==> config.mk <==
export PLATFORM = sky130hd
export DESIGN_NAME = uart_fifo
export DESIGN_NICKNAME = d
export VERILOG_FILES = /design/src/rtl/uart_fifo.sv
export SDC_FILE = /design/constraint.sdc
export NUM_CORES = 1
export LEC_CHECK = 0
export BUFFER_PORTS_ARGS = -buffer_cell sky130_fd_sc_hd__clkbuf_2
export CAP_MARGIN = 20
export CELL_PAD_IN_SITES_DETAIL_PLACEMENT = 0
export CELL_PAD_IN_SITES_GLOBAL_PLACEMENT = 1
export CORE_MARGIN = 3
export CORE_UTILIZATION = 42
export DETAILED_ROUTE_END_ITERATION = 6
export PLACE_DENSITY = 0.65
export SETUP_SLACK_MARGIN = 0.2
export SKIP_CTS_REPAIR_TIMING = 1
export SLEW_MARGIN = 20
export SYNTH_ARGS = -nofsm -noshare
export SYNTH_HDL_FRONTEND = slang
export SYNTH_SLANG_ARGS = --single-unit
export TNS_END_PERCENT = 1
==> constraint.sdc <==
create_clock -name clock -period 13.3 [get_ports clock]
set_input_delay 0.665 -clock clock [delete_from_list [all_inputs] [get_ports clock]]
set_output_delay 0.665 -clock clock [all_outputs]
set_load 0.005 [all_outputs]
==> src/rtl/uart_fifo.sv <==
// 8N1 UART peripheral with TX/RX FIFOs, a runtime baud divisor and sticky
// overrun / framing-error flags, attached to a single-cycle valid/ready port.
module uart_fifo #(
    parameter int          TX_DEPTH  = 16,
    parameter int          RX_DEPTH  = 16,
    parameter int          DIV_WIDTH = 16,
    parameter int unsigned DIV_RESET = 868
) (
    input  logic        clock,
    input  logic        reset,
    input  logic        uart_valid,
    input  logic        uart_instr,
    input  logic [31:0] uart_addr,
    input  logic [31:0] uart_wdata,
    input  logic [3:0]  uart_wstrb,
    output logic [31:0] uart_rdata,
    output logic        uart_ready,
    input  logic        uart_rx,
    output logic        uart_tx
);
    localparam int TXAW = $clog2(TX_DEPTH);
    localparam int RXAW = $clog2(RX_DEPTH);
    localparam int TXCW = TXAW + 1;
    localparam int RXCW = RXAW + 1;
    localparam logic [TXAW:0] TX_FULL_CNT = TXCW'(TX_DEPTH);
    localparam logic [RXAW:0] RX_FULL_CNT = RXCW'(RX_DEPTH);
    localparam logic [DIV_WIDTH-1:0] DIV_MIN = DIV_WIDTH'(4);

    typedef enum logic [1:0] {TX_IDLE, TX_START, TX_DATA, TX_STOP} txState_t;
    typedef enum logic [2:0] {RX_IDLE, RX_START, RX_DATA, RX_STOP, RX_WAIT_HIGH} rxState_t;

    logic                 ready_q;
    logic [31:0]          rdata_q;
    logic [DIV_WIDTH-1:0] div_q;
    logic                 overrun_q, frameErr_q;

    logic [7:0]      txMem [TX_DEPTH];
    logic [TXAW-1:0] txWr_q, txRd_q;
    logic [TXAW:0]   txCount_q;
    logic [7:0]      rxMem [RX_DEPTH];
    logic [RXAW-1:0] rxWr_q, rxRd_q;
    logic [RXAW:0]   rxCount_q;

    txState_t             txState_q, txState_d;
    logic [DIV_WIDTH-1:0] txCnt_q, txCnt_d, txDiv_q, txDiv_d;
    logic [2:0]           txBit_q, txBit_d;
    logic [7:0]           txShift_q, txShift_d;
    logic                 txLine_q, txLine_d;

    rxState_t             rxState_q, rxState_d;
    logic [DIV_WIDTH-1:0] rxCnt_q, rxCnt_d, rxDiv_q, rxDiv_d;
    logic [2:0]           rxBit_q, rxBit_d;
    logic [7:0]           rxShift_q, rxShift_d;
    logic                 rxMeta_q, rxSync_q, rxPrev_q;

    logic        txFull, txEmpty, rxFull, rxEmpty;
    logic        isWrite, txPushReq, stall, accept;
    logic        txPush, txPop, rxPush, rxPop, rxDone;
    logic        frameErrEv, overrunEv, statusRead, divWrite;
    logic [1:0]  regSel;
    logic [31:0] readData;
    logic [DIV_WIDTH-1:0] wdataDiv;
    logic        unusedBits;

    assign unusedBits = ^{uart_instr, uart_addr[31:4], uart_addr[1:0], uart_wdata};

    assign txFull  = (txCount_q == TX_FULL_CNT);
    assign txEmpty = (txCount_q == '0);
    assign rxFull  = (rxCount_q == RX_FULL_CNT);
    assign rxEmpty = (rxCount_q == '0);

    // A TX push into a full FIFO is held off; every other request completes at once.
    assign regSel     = uart_addr[3:2];
    assign isWrite    = |uart_wstrb;
    assign txPushReq  = uart_valid && (regSel == 2'b00) && uart_wstrb[0];
    assign stall      = txPushReq && txFull;
    assign accept     = uart_valid && !ready_q && !stall;
    assign txPush     = accept && txPushReq;
    assign rxPop      = accept && (regSel == 2'b00) && !isWrite && !rxEmpty;
    assign statusRead = accept && (regSel == 2'b01) && !isWrite;
    assign divWrite   = accept && (regSel == 2'b10) && isWrite;
    assign wdataDiv   = uart_wdata[DIV_WIDTH-1:0];

    assign rxPush    = rxDone && (!rxFull || rxPop);
    assign overrunEv = rxDone && rxFull && !rxPop;

    always_comb begin
        readData = '0;
        if (!isWrite) begin
            case (regSel)
                2'b00:   readData = rxEmpty ? 32'h8000_0000 : {24'b0, rxMem[rxRd_q]};
                2'b01:   readData = {26'b0, frameErr_q, overrun_q, rxEmpty, rxFull, txEmpty, txFull};
                2'b10:   readData = 32'(div_q);
                default: readData = '0;
            endcase
        end
    end

    always_ff @(posedge clock) begin
        if (reset) begin
            ready_q    <= 1'b0;
            rdata_q    <= '0;
            div_q      <= DIV_WIDTH'(DIV_RESET);
            overrun_q  <= 1'b0;
            frameErr_q <= 1'b0;
        end else begin
            ready_q <= accept;
            rdata_q <= accept ? readData : '0;
            if (divWrite) div_q <= (wdataDiv < DIV_MIN) ? DIV_MIN : wdataDiv;
            if (overrunEv) overrun_q <= 1'b1;
            else if (statusRead) overrun_q <= 1'b0;
            if (frameErrEv) frameErr_q <= 1'b1;
            else if (statusRead) frameErr_q <= 1'b0;
        end
    end

    assign uart_ready = ready_q;
    assign uart_rdata = rdata_q;

    always_ff @(posedge clock) begin
        if (txPush) txMem[txWr_q] <= uart_wdata[7:0];
        if (rxPush) rxMem[rxWr_q] <= rxShift_d;
    end

    always_ff @(posedge clock) begin
        if (reset) begin
            txWr_q    <= '0;
            txRd_q    <= '0;
            txCount_q <= '0;
            rxWr_q    <= '0;
            rxRd_q    <= '0;
            rxCount_q <= '0;
        end else begin
            if (txPush) txWr_q <= txWr_q + 1'b1;
            if (txPop)  txRd_q <= txRd_q + 1'b1;
            case ({txPush, txPop})
                2'b10:   txCount_q <= txCount_q + 1'b1;
                2'b01:   txCount_q <= txCount_q - 1'b1;
                default: ;
            endcase
            if (rxPush) rxWr_q <= rxWr_q + 1'b1;
            if (rxPop)  rxRd_q <= rxRd_q + 1'b1;
            case ({rxPush, rxPop})
                2'b10:   rxCount_q <= rxCount_q + 1'b1;
                2'b01:   rxCount_q <= rxCount_q - 1'b1;
                default: ;
            endcase
        end
    end

    // Loading from STOP's last cycle lets back-to-back frames run without an idle gap.
    always_comb begin
        txState_d = txState_q;
        txCnt_d   = txCnt_q + 1'b1;
        txDiv_d   = txDiv_q;
        txBit_d   = txBit_q;
        txShift_d = txShift_q;
        txPop     = 1'b0;
        case (txState_q)
            TX_IDLE: begin
                txCnt_d = '0;
                txPop   = !txEmpty;
            end
            TX_START: begin
                if (txCnt_q == txDiv_q - 1'b1) begin
                    txCnt_d   = '0;
                    txBit_d   = '0;
                    txState_d = TX_DATA;
                end
            end
            TX_DATA: begin
                if (txCnt_q == txDiv_q - 1'b1) begin
                    txCnt_d   = '0;
                    txShift_d = txShift_q >> 1;
                    if (txBit_q == 3'd7) txState_d = TX_STOP;
                    else txBit_d = txBit_q + 1'b1;
                end
            end
            default: begin
                if (txCnt_q == txDiv_q - 1'b1) begin
                    txCnt_d   = '0;
                    txState_d = TX_IDLE;
                    txPop     = !txEmpty;
                end
            end
        endcase
        if (txPop) begin
            txState_d = TX_START;
            txCnt_d   = '0;
            txShift_d = txMem[txRd_q];
            txDiv_d   = div_q;
        end
        txLine_d = (txState_d == TX_START) ? 1'b0 :
                   (txState_d == TX_DATA)  ? txShift_d[0] : 1'b1;
    end

    always_ff @(posedge clock) begin
        if (reset) begin
            txState_q <= TX_IDLE;
            txCnt_q   <= '0;
            txDiv_q   <= DIV_MIN;
            txBit_q   <= '0;
            txShift_q <= '0;
            txLine_q  <= 1'b1;
        end else begin
            txState_q <= txState_d;
            txCnt_q   <= txCnt_d;
            txDiv_q   <= txDiv_d;
            txBit_q   <= txBit_d;
            txShift_q <= txShift_d;
            txLine_q  <= txLine_d;
        end
    end

    assign uart_tx = txLine_q;

    // Start bit is confirmed at half a bit time; later samples land mid-bit.
    always_comb begin
        rxState_d  = rxState_q;
        rxCnt_d    = rxCnt_q + 1'b1;
        rxDiv_d    = rxDiv_q;
        rxBit_d    = rxBit_q;
        rxShift_d  = rxShift_q;
        rxDone     = 1'b0;
        frameErrEv = 1'b0;
        case (rxState_q)
            RX_IDLE: begin
                rxCnt_d = '0;
                if (rxPrev_q && !rxSync_q) begin
                    rxDiv_d   = div_q;
                    rxState_d = RX_START;
                end
            end
            RX_START: begin
                if (rxCnt_q == (rxDiv_q >> 1) - 1'b1) begin
                    rxCnt_d   = '0;
                    rxBit_d   = '0;
                    rxState_d = rxSync_q ? RX_IDLE : RX_DATA;
                end
            end
            RX_DATA: begin
                if (rxCnt_q == rxDiv_q - 1'b1) begin
                    rxCnt_d   = '0;
                    rxShift_d = {rxSync_q, rxShift_q[7:1]};
                    if (rxBit_q == 3'd7) rxState_d = RX_STOP;
                    else rxBit_d = rxBit_q + 1'b1;
                end
            end
            RX_STOP: begin
                if (rxCnt_q == rxDiv_q - 1'b1) begin
                    rxCnt_d = '0;
                    if (rxSync_q) begin
                        rxDone    = 1'b1;
                        rxState_d = RX_IDLE;
                    end else begin
                        frameErrEv = 1'b1;
                        rxState_d  = RX_WAIT_HIGH;
                    end
                end
            end
            default: begin
                rxCnt_d = '0;
                if (rxSync_q) rxState_d = RX_IDLE;
            end
        endcase
    end

    always_ff @(posedge clock) begin
        if (reset) begin
            rxMeta_q  <= 1'b1;
            rxSync_q  <= 1'b1;
            rxPrev_q  <= 1'b1;
            rxState_q <= RX_IDLE;
            rxCnt_q   <= '0;
            rxDiv_q   <= DIV_MIN;
            rxBit_q   <= '0;
            rxShift_q <= '0;
        end else begin
            rxMeta_q  <= uart_rx;
            rxSync_q  <= rxMeta_q;
            rxPrev_q  <= rxSync_q;
            rxState_q <= rxState_d;
            rxCnt_q   <= rxCnt_d;
            rxDiv_q   <= rxDiv_d;
            rxBit_q   <= rxBit_d;
            rxShift_q <= rxShift_d;
        end
    end
endmodule

=== Word-level counts from Yosys, hierarchy flattened ===
Memory sizes are Yosys's and may differ from the RTL's. A register that Yosys moved wholly into a read port is not among the register bits.
Cells that the tools add are included.

* Mux-type cells: 57
* Bitwise logic cells: 1
* Reduce and logical (&&, ||, !) cells: 50
* Eq/ne operators: 29
* $add $sub $neg: 15
* $lt $le $gt $ge: 1

{| class="wikitable"
|+ Operators by type and width
! operator !! number
|-
| $pmux W32 S3 || 1
|-
| $eq A16 B16 Y1 || 3
|-
| $mux W16 || 3
|-
| $mux W8 || 5
|-
| $mux W3 || 13
|-
| $add A16 B1 Y16 const B || 2
|-
| $mux W32 || 1
|-
| $pmux W16 S2 || 1
|-
| $sub A16 B1 Y16 const B || 2
|-
| $pmux W5 S2 || 2
|-
| $ne A2 B2 Y1 const B || 9
|-
| $logic_and A1 B1 Y1 || 17
|-
| $add A4 B1 Y4 const B || 4
|-
| $lt A16 B3 Y1 const B || 1
|-
| $mux W1 || 16
|-
| $mux W4 || 4
|-
| $reduce_bool A2 Y1 || 8
|-
| $sub A15 B1 Y16 const B || 1
|-
| $mux W2 || 6
|-
| $pmux W3 S2 || 2
|-
| $pmux W3 S4 || 1
|-
| $add A5 B1 Y5 const B || 2
|-
| $eq A2 B1 Y1 const B || 5
|-
| $eq A2 B2 Y1 const B || 5
|-
| 21 further kinds || 39
|}

* Bits in registers: 172
* Bits in writable memories: 256
* Output and inout port bits: 34
* Memories kept: 2
* Word-level logic and storage cells: 181
* Bits of input ports: 73

{| class="wikitable"
|+ Memory list
! memory !! depth !! bits a word !! rd ports !! clocked after Yosys merged registers in !! write ports !! RTL line !! RTL
|-
| rxMem || 16 || 8 || 1 || 1 || 1 || 40 || <nowiki>logic [7:0] rxMem [RX_DEPTH];</nowiki>
|-
| txMem || 16 || 8 || 1 || 1 || 1 || 37 || <nowiki>logic [7:0] txMem [TX_DEPTH];</nowiki>
|}

=== Depth between registers and ports, before layout ===
* Depth in word-level cells: 13
* Mapped depth: 21
* Gate-level depth less buffers: 17

=== Least setup slack after synthesis ===
Ideal clock, no wire load.

* Path type: register to register
* From: register txDiv_q[0]
* To: register txCount_q[4]
* Slack: 8.761 ns
* Path buffers: 4
* Cell stages (with the launch flop): 21
* Arrival: 4.418 ns
* Path through: dfxtp_1 -> inv_1 -> ha_1 -> buf_2 -> nor4b_1 -> nor4b_1 -> xnor2_1 -> nand3_1 -> a32oi_1 -> a31oi_1 -> nor2_1 -> buf_2 -> buf_2 -> ha_1 -> clkbuf_1 -> xor2_1 -> ha_1 -> a31oi_1 -> nor3_1 -> nor4_1 -> mux2_2

* Word-level cells in the longest chain between the ends: 6
* Elaborated cells between the ends (all ways): 8

{| class="wikitable"
|+ Ends and longest elaborated chain
! what !! RTL line !! RTL
|-
| start: declaration || 45 || <nowiki>logic [DIV_WIDTH-1:0] txCnt_q, txCnt_d, txDiv_q, txDiv_d;</nowiki>
|-
| start signal: assignment || 208 || <nowiki>txDiv_q <= txDiv_d;</nowiki>
|-
| $sub A16 B1 Y16 * || 180 || <nowiki>if (txCnt_q == txDiv_q - 1'b1) begin</nowiki>
|-
| $eq A16 B16 Y1 * || 180 ||
|-
| $mux W1 * || 180 ||
|-
| $pmux W1 S2 * || 159 || <nowiki>case (txState_q)</nowiki>
|-
| via txPop || 58 || <nowiki>logic txPush, txPop, rxPush, rxPop, rxDone;</nowiki>
|-
| $eq A2 B1 Y1 / $eq A2 B2 Y1 (equally long branches) || 136 || <nowiki>case ({txPush, txPop})</nowiki>
|-
| $pmux W5 S2 / $reduce_bool A2 Y1 (equally long branches) || n/a ||
|-
| end signal: assignment || 137 || <nowiki>2'b10: txCount_q <= txCount_q + 1'b1;</nowiki>
|-
| end signal: assignment || 138 || <nowiki>2'b01: txCount_q <= txCount_q - 1'b1;</nowiki>
|-
| end: declaration || 39 || <nowiki>logic [TXAW:0] txCount_q;</nowiki>
|}

Mark *: on every way through the listed nets, which the timed path passes. The rest lies on a longest branch.
A chain may end at the register's enable or synchronous reset.

=== Worst setup path in the final report ===
* From: register txDiv_q[0]
* To: register txCount_q[4]

* Word-level cells in the longest chain between the ends: 6
* Elaborated cells between the ends (all ways): 8

{| class="wikitable"
|+ Ends and longest elaborated chain
! what !! RTL line
|-
| $sub A16 B1 Y16 * || 180
|-
| $eq A16 B16 Y1 * || 180
|-
| $mux W1 * || 180
|-
| $pmux W1 S2 * || 159
|-
| $eq A2 B1 Y1 / $eq A2 B2 Y1 (equally long branches) || 136
|-
| $pmux W5 S2 / $reduce_bool A2 Y1 (equally long branches) || n/a
|}

Every way passes the cells marked *; elsewhere a longest branch is shown, timed or not.

==> metrics.md <==
| Metric | Value |
|---|---|
| Status | `finished, final reports clean` |
| Worst vdd ir | `0.0938 mV` |
| F_max | `167 MHz` |
| Internal power | `2.36 mW` |
| Hold Crit Class | `input port to flop` |
| Dpl cells | `1,983` |
| Met2 usage | `28.1%` |
| Initial antenna violation count | `0` |
| Die Y | `215 microns` |
| Sequential power share | `45.6%` |
| Slew Viols, Final | `0` |
| Drt first pass iters | `5` |
| Hold Fails Final Rpt | `0` |
| Placement Setup Slack | `7310 ps` |
| Die X | `215 microns` |
| Rel. slew slack | `28.9%` |
| Synthesized cell area | `18,400 sq um` |
| Clock-pin transition on the worst setup and hold timing paths | `60 ps` |
| GRT Resource Usage Total | `17.1%` |
| Switching Share | `26.3%` |
| Distinct cell type count after synthesis | `66` |
| CTS Root Cell | `clkbuf_16` |
| Most common cell after layout, fill and taps aside | `edfxtp_1` |
| Synth Instances | `1,423` |
| Top Ports | `107` |
| Ant diodes | `0` |
| Final Setup Violations | `0` |
| Routability cong. | `0.814` |
| Worst-Margin Slew | `1060 ps` |
| Max-Cap Viols | `0` |
| Layout cell share with drive strength beyond 1 | `16.3%` |
| Commonest non-fill, non-tap cells in the layout | `edfxtp_1, nor2_1, dfxtp_1` |
| DP Area | `19,100 sq um` |
| Initial DRC Count | `695` |
| Largest net degree at the start of global routing | `83` |
| Row count | `76` |
| Critical Path AT | `6460 ps` |
| Routed WL per cell | `18.9 microns` |
| Worst Skew | `23.3 ps` |
| Design Power | `3.20 mW` |
| Syn_area_per_cell | `12.9 sq um` |
| Element type at the critical path end | `flop` |
| RSZ-0062 raised after global routing | `no` |
| Final std cells w/o fill | `2,067` |
| Critical Path RT | `13,760 ps` |
| Most Crowded Layer GR | `met2` |
| Psw | `0.844 mW` |
| Pleak | `7.00 nW` |
| Register area share after synthesis | `59.8%` |
| Register bit total from synthesis | `421` |
| Main synth FF type | `edfxtp_1` |
| M1 GR Usage | `23.5%` |
| Clock power frac | `38.4%` |
| Grt total ovfl | `0` |
| Post-route ant nets | `0` |
| Critical Path Start Type | `flop` |
| Fin nets | `1,543` |
| Clock Path Buffers | `3` |
| GR Util met3 | `3.08%` |
| Max H-tree Level | `2` |
| Filler cell count | `3,898` |
| Core Area | `43,200 sq um` |
| Critical path fanouts, max | `41` |
| Crit path kind | `flop to flop` |
| Die footprint | `46,300 sq um` |
| Setup TNS | `0 ps` |
| Worst Setup Slack, final | `7310 ps` |
| EDFF count, synth | `256` |
| Async SR Flop Fraction | `0%` |
| DRC viols | `0` |
| CTS tree | `done` |
| First-pass GRT wire length | `63,000 microns` |
| Clk Latency, worst-skew pair | `580 ps` |
| Final hold slack | `275 ps` |
| R2r startpoint | `txDiv_q[0]$_SDFFE_PP0P_` |
| Flop-to-flop setup slack | `7310 ps` |
| Final min period | `5990 ps` |
| Final Instance Area | `20,500 sq um` |
| Vias | `10,900` |
| Number of global-route vias before repair | `11,000` |
| Pwr Density | `156 nW/um^2` |
| Final worst-path cycle share | `45.1%` |
| Final core occ | `47.6%` |
| Drt via density | `5.30` |
| Initial Utilization | `42.6%` |
| Routed WL | `39,000 microns` |
| Worst Setup SP | `txDiv_q[0]$_SDFFE_PP0P_` |
| # clock sinks | `421` |
| Port buffer count | `44` |
| Area growth syn-to-layout | `11.7%` |
| Beginning of the worst hold path | `uart_rx` |
| Logic gate share of total power | `16.0%` |
| TritonCTS Buffers | `46` |
| DP HPWL | `26,400 microns` |
| Syn. warnings | `0` |
## cells in the mapped netlist (4+ instances only)
master    count  area, sq um
a22oi_1       9         67.6
nor3_2        4         40.0
ha_1         24          300
o31ai_1       4         30.0
mux2_4        8          120
nand2b_1     21          131
o21ai_0      25          125
nand3_1      34          170
inv_1        19         71.3
nor4_1       16          100
nor2_1      168          631
buf_4        16          120
and3_1       24          150
buf_2         8         40.0
xor2_1       49          429
buf_1        12         45.0
mux4_2       80         1800
or2_2         8         50.1
clkbuf_1     61          229
nand3b_1      6         45.0
or3_1         9         56.3
o22a_1        4         35.0
a21oi_1      62          310
nor3_1       28          140
mux2i_1      30          300
xnor2_1      51          447
a31oi_1      12         75.1
or3b_2        5         43.8
edfxtp_1    256         7690
nand2_1      82          308
a211oi_1      6         45.0
and2_1        6         37.5
nor2b_1      28          175
nor3b_1       4         30.0
nand4_1      17          106
nor4b_1       7         61.3
or4_1         4         30.0
dfxtp_1     165         3300
a211o_1      11         96.3
## flip-flops by register name (all words and copies together) (netlist names), 2 cells and up, named ones only
name and cells:
rxMem 128, txMem 128, uart_rdata 17, div_q 16, rxCnt_q 16, rxDiv_q 16, txCnt_q 16, txDiv_q 16
rxShift_q 8, txShift_q 8, rxCount_q 5, txCount_q 5, rxRd_q 4, rxWr_q 4, txRd_q 4, txWr_q 4
rxBit_q 3, rxState_q 3, txBit_q 3, txState_q 2
## worst paths after layout
| kind | to | depth (start not counted) |
|---|---|---|
| worst max-delay path | txCount_q[4]$_SDFFE_PP0P_ | 15 |
| worst min-delay path | rxMeta_q$_SDFF_PP1_ | 2 |
| worst max register to register | txCount_q[4]$_SDFFE_PP0P_ | 15 |
| worst min register to register | rxSync_q$_SDFF_PP1_ | 1 |
## area by class of cell
cell class                      count  area, sq um  area share [%]
Sequential cell                   421        11000            53.5
Multi-Input combinational cell    899         6940            33.8
Clock buffer                       54         1190            5.80
Tap cell                          585          732            3.57
Timing Repair Buffer               59          335            1.63
Clock inverter                     30          270            1.32
Inverter                           19         71.3           0.347
## layer usage
layer  vias up  wire [microns]
met5         -               0
met4         0             701
met3        48            1540
met2       170           18500
met1      5445           18300
li1       5285               -
## power by group through the flow
| stage | registers [mW] | clock network, mW | logic [mW] |
|---|---|---|---|
| 5_1_grt | 1.47 | 1.32 | 0.574 |
| 6_report | 1.46 | 1.23 | 0.514 |
| 4_1_cts | 1.46 | 1.27 | 0.520 |
| 2_1_floorplan | 1.46 | 0 | 0.425 |
| 3_3_place_gp | 1.49 | 0 | 0.514 |
| 3_5_place_dp | 1.49 | 0 | 0.518 |
## cells by family (layout without fill, tap and decap cells)
kind of cell | after synthesis | count (layout) | synth area share (%)
fa+ha+maj | 24 | 24 | 1.63
mux | 119 | 119 | 12.2
other cells | 1 | 15 | 0.0204
compound gates | 158 | 158 | 5.41
xor+xnor | 100 | 100 | 4.77
buf+inv | 117 | 162 | 2.81
flops | 421 | 421 | 59.8
simple gates | 483 | 483 | 13.4
## worst max-delay path: stages (launching register included)
cell     delay (ps)
dfxtp_1         350
inv_1            90
ha_1            350
nor4b_1         810
nor4b_1         390
xnor2_1         160
nand3_1         110
a32oi_1         480
a31oi_1         320
nor2_4          870
ha_1            550
ha_1            370
a41o_1          240
a22o_1          170
nor4_1          230
mux2_2          370
(Power assumes the default switching activity.)
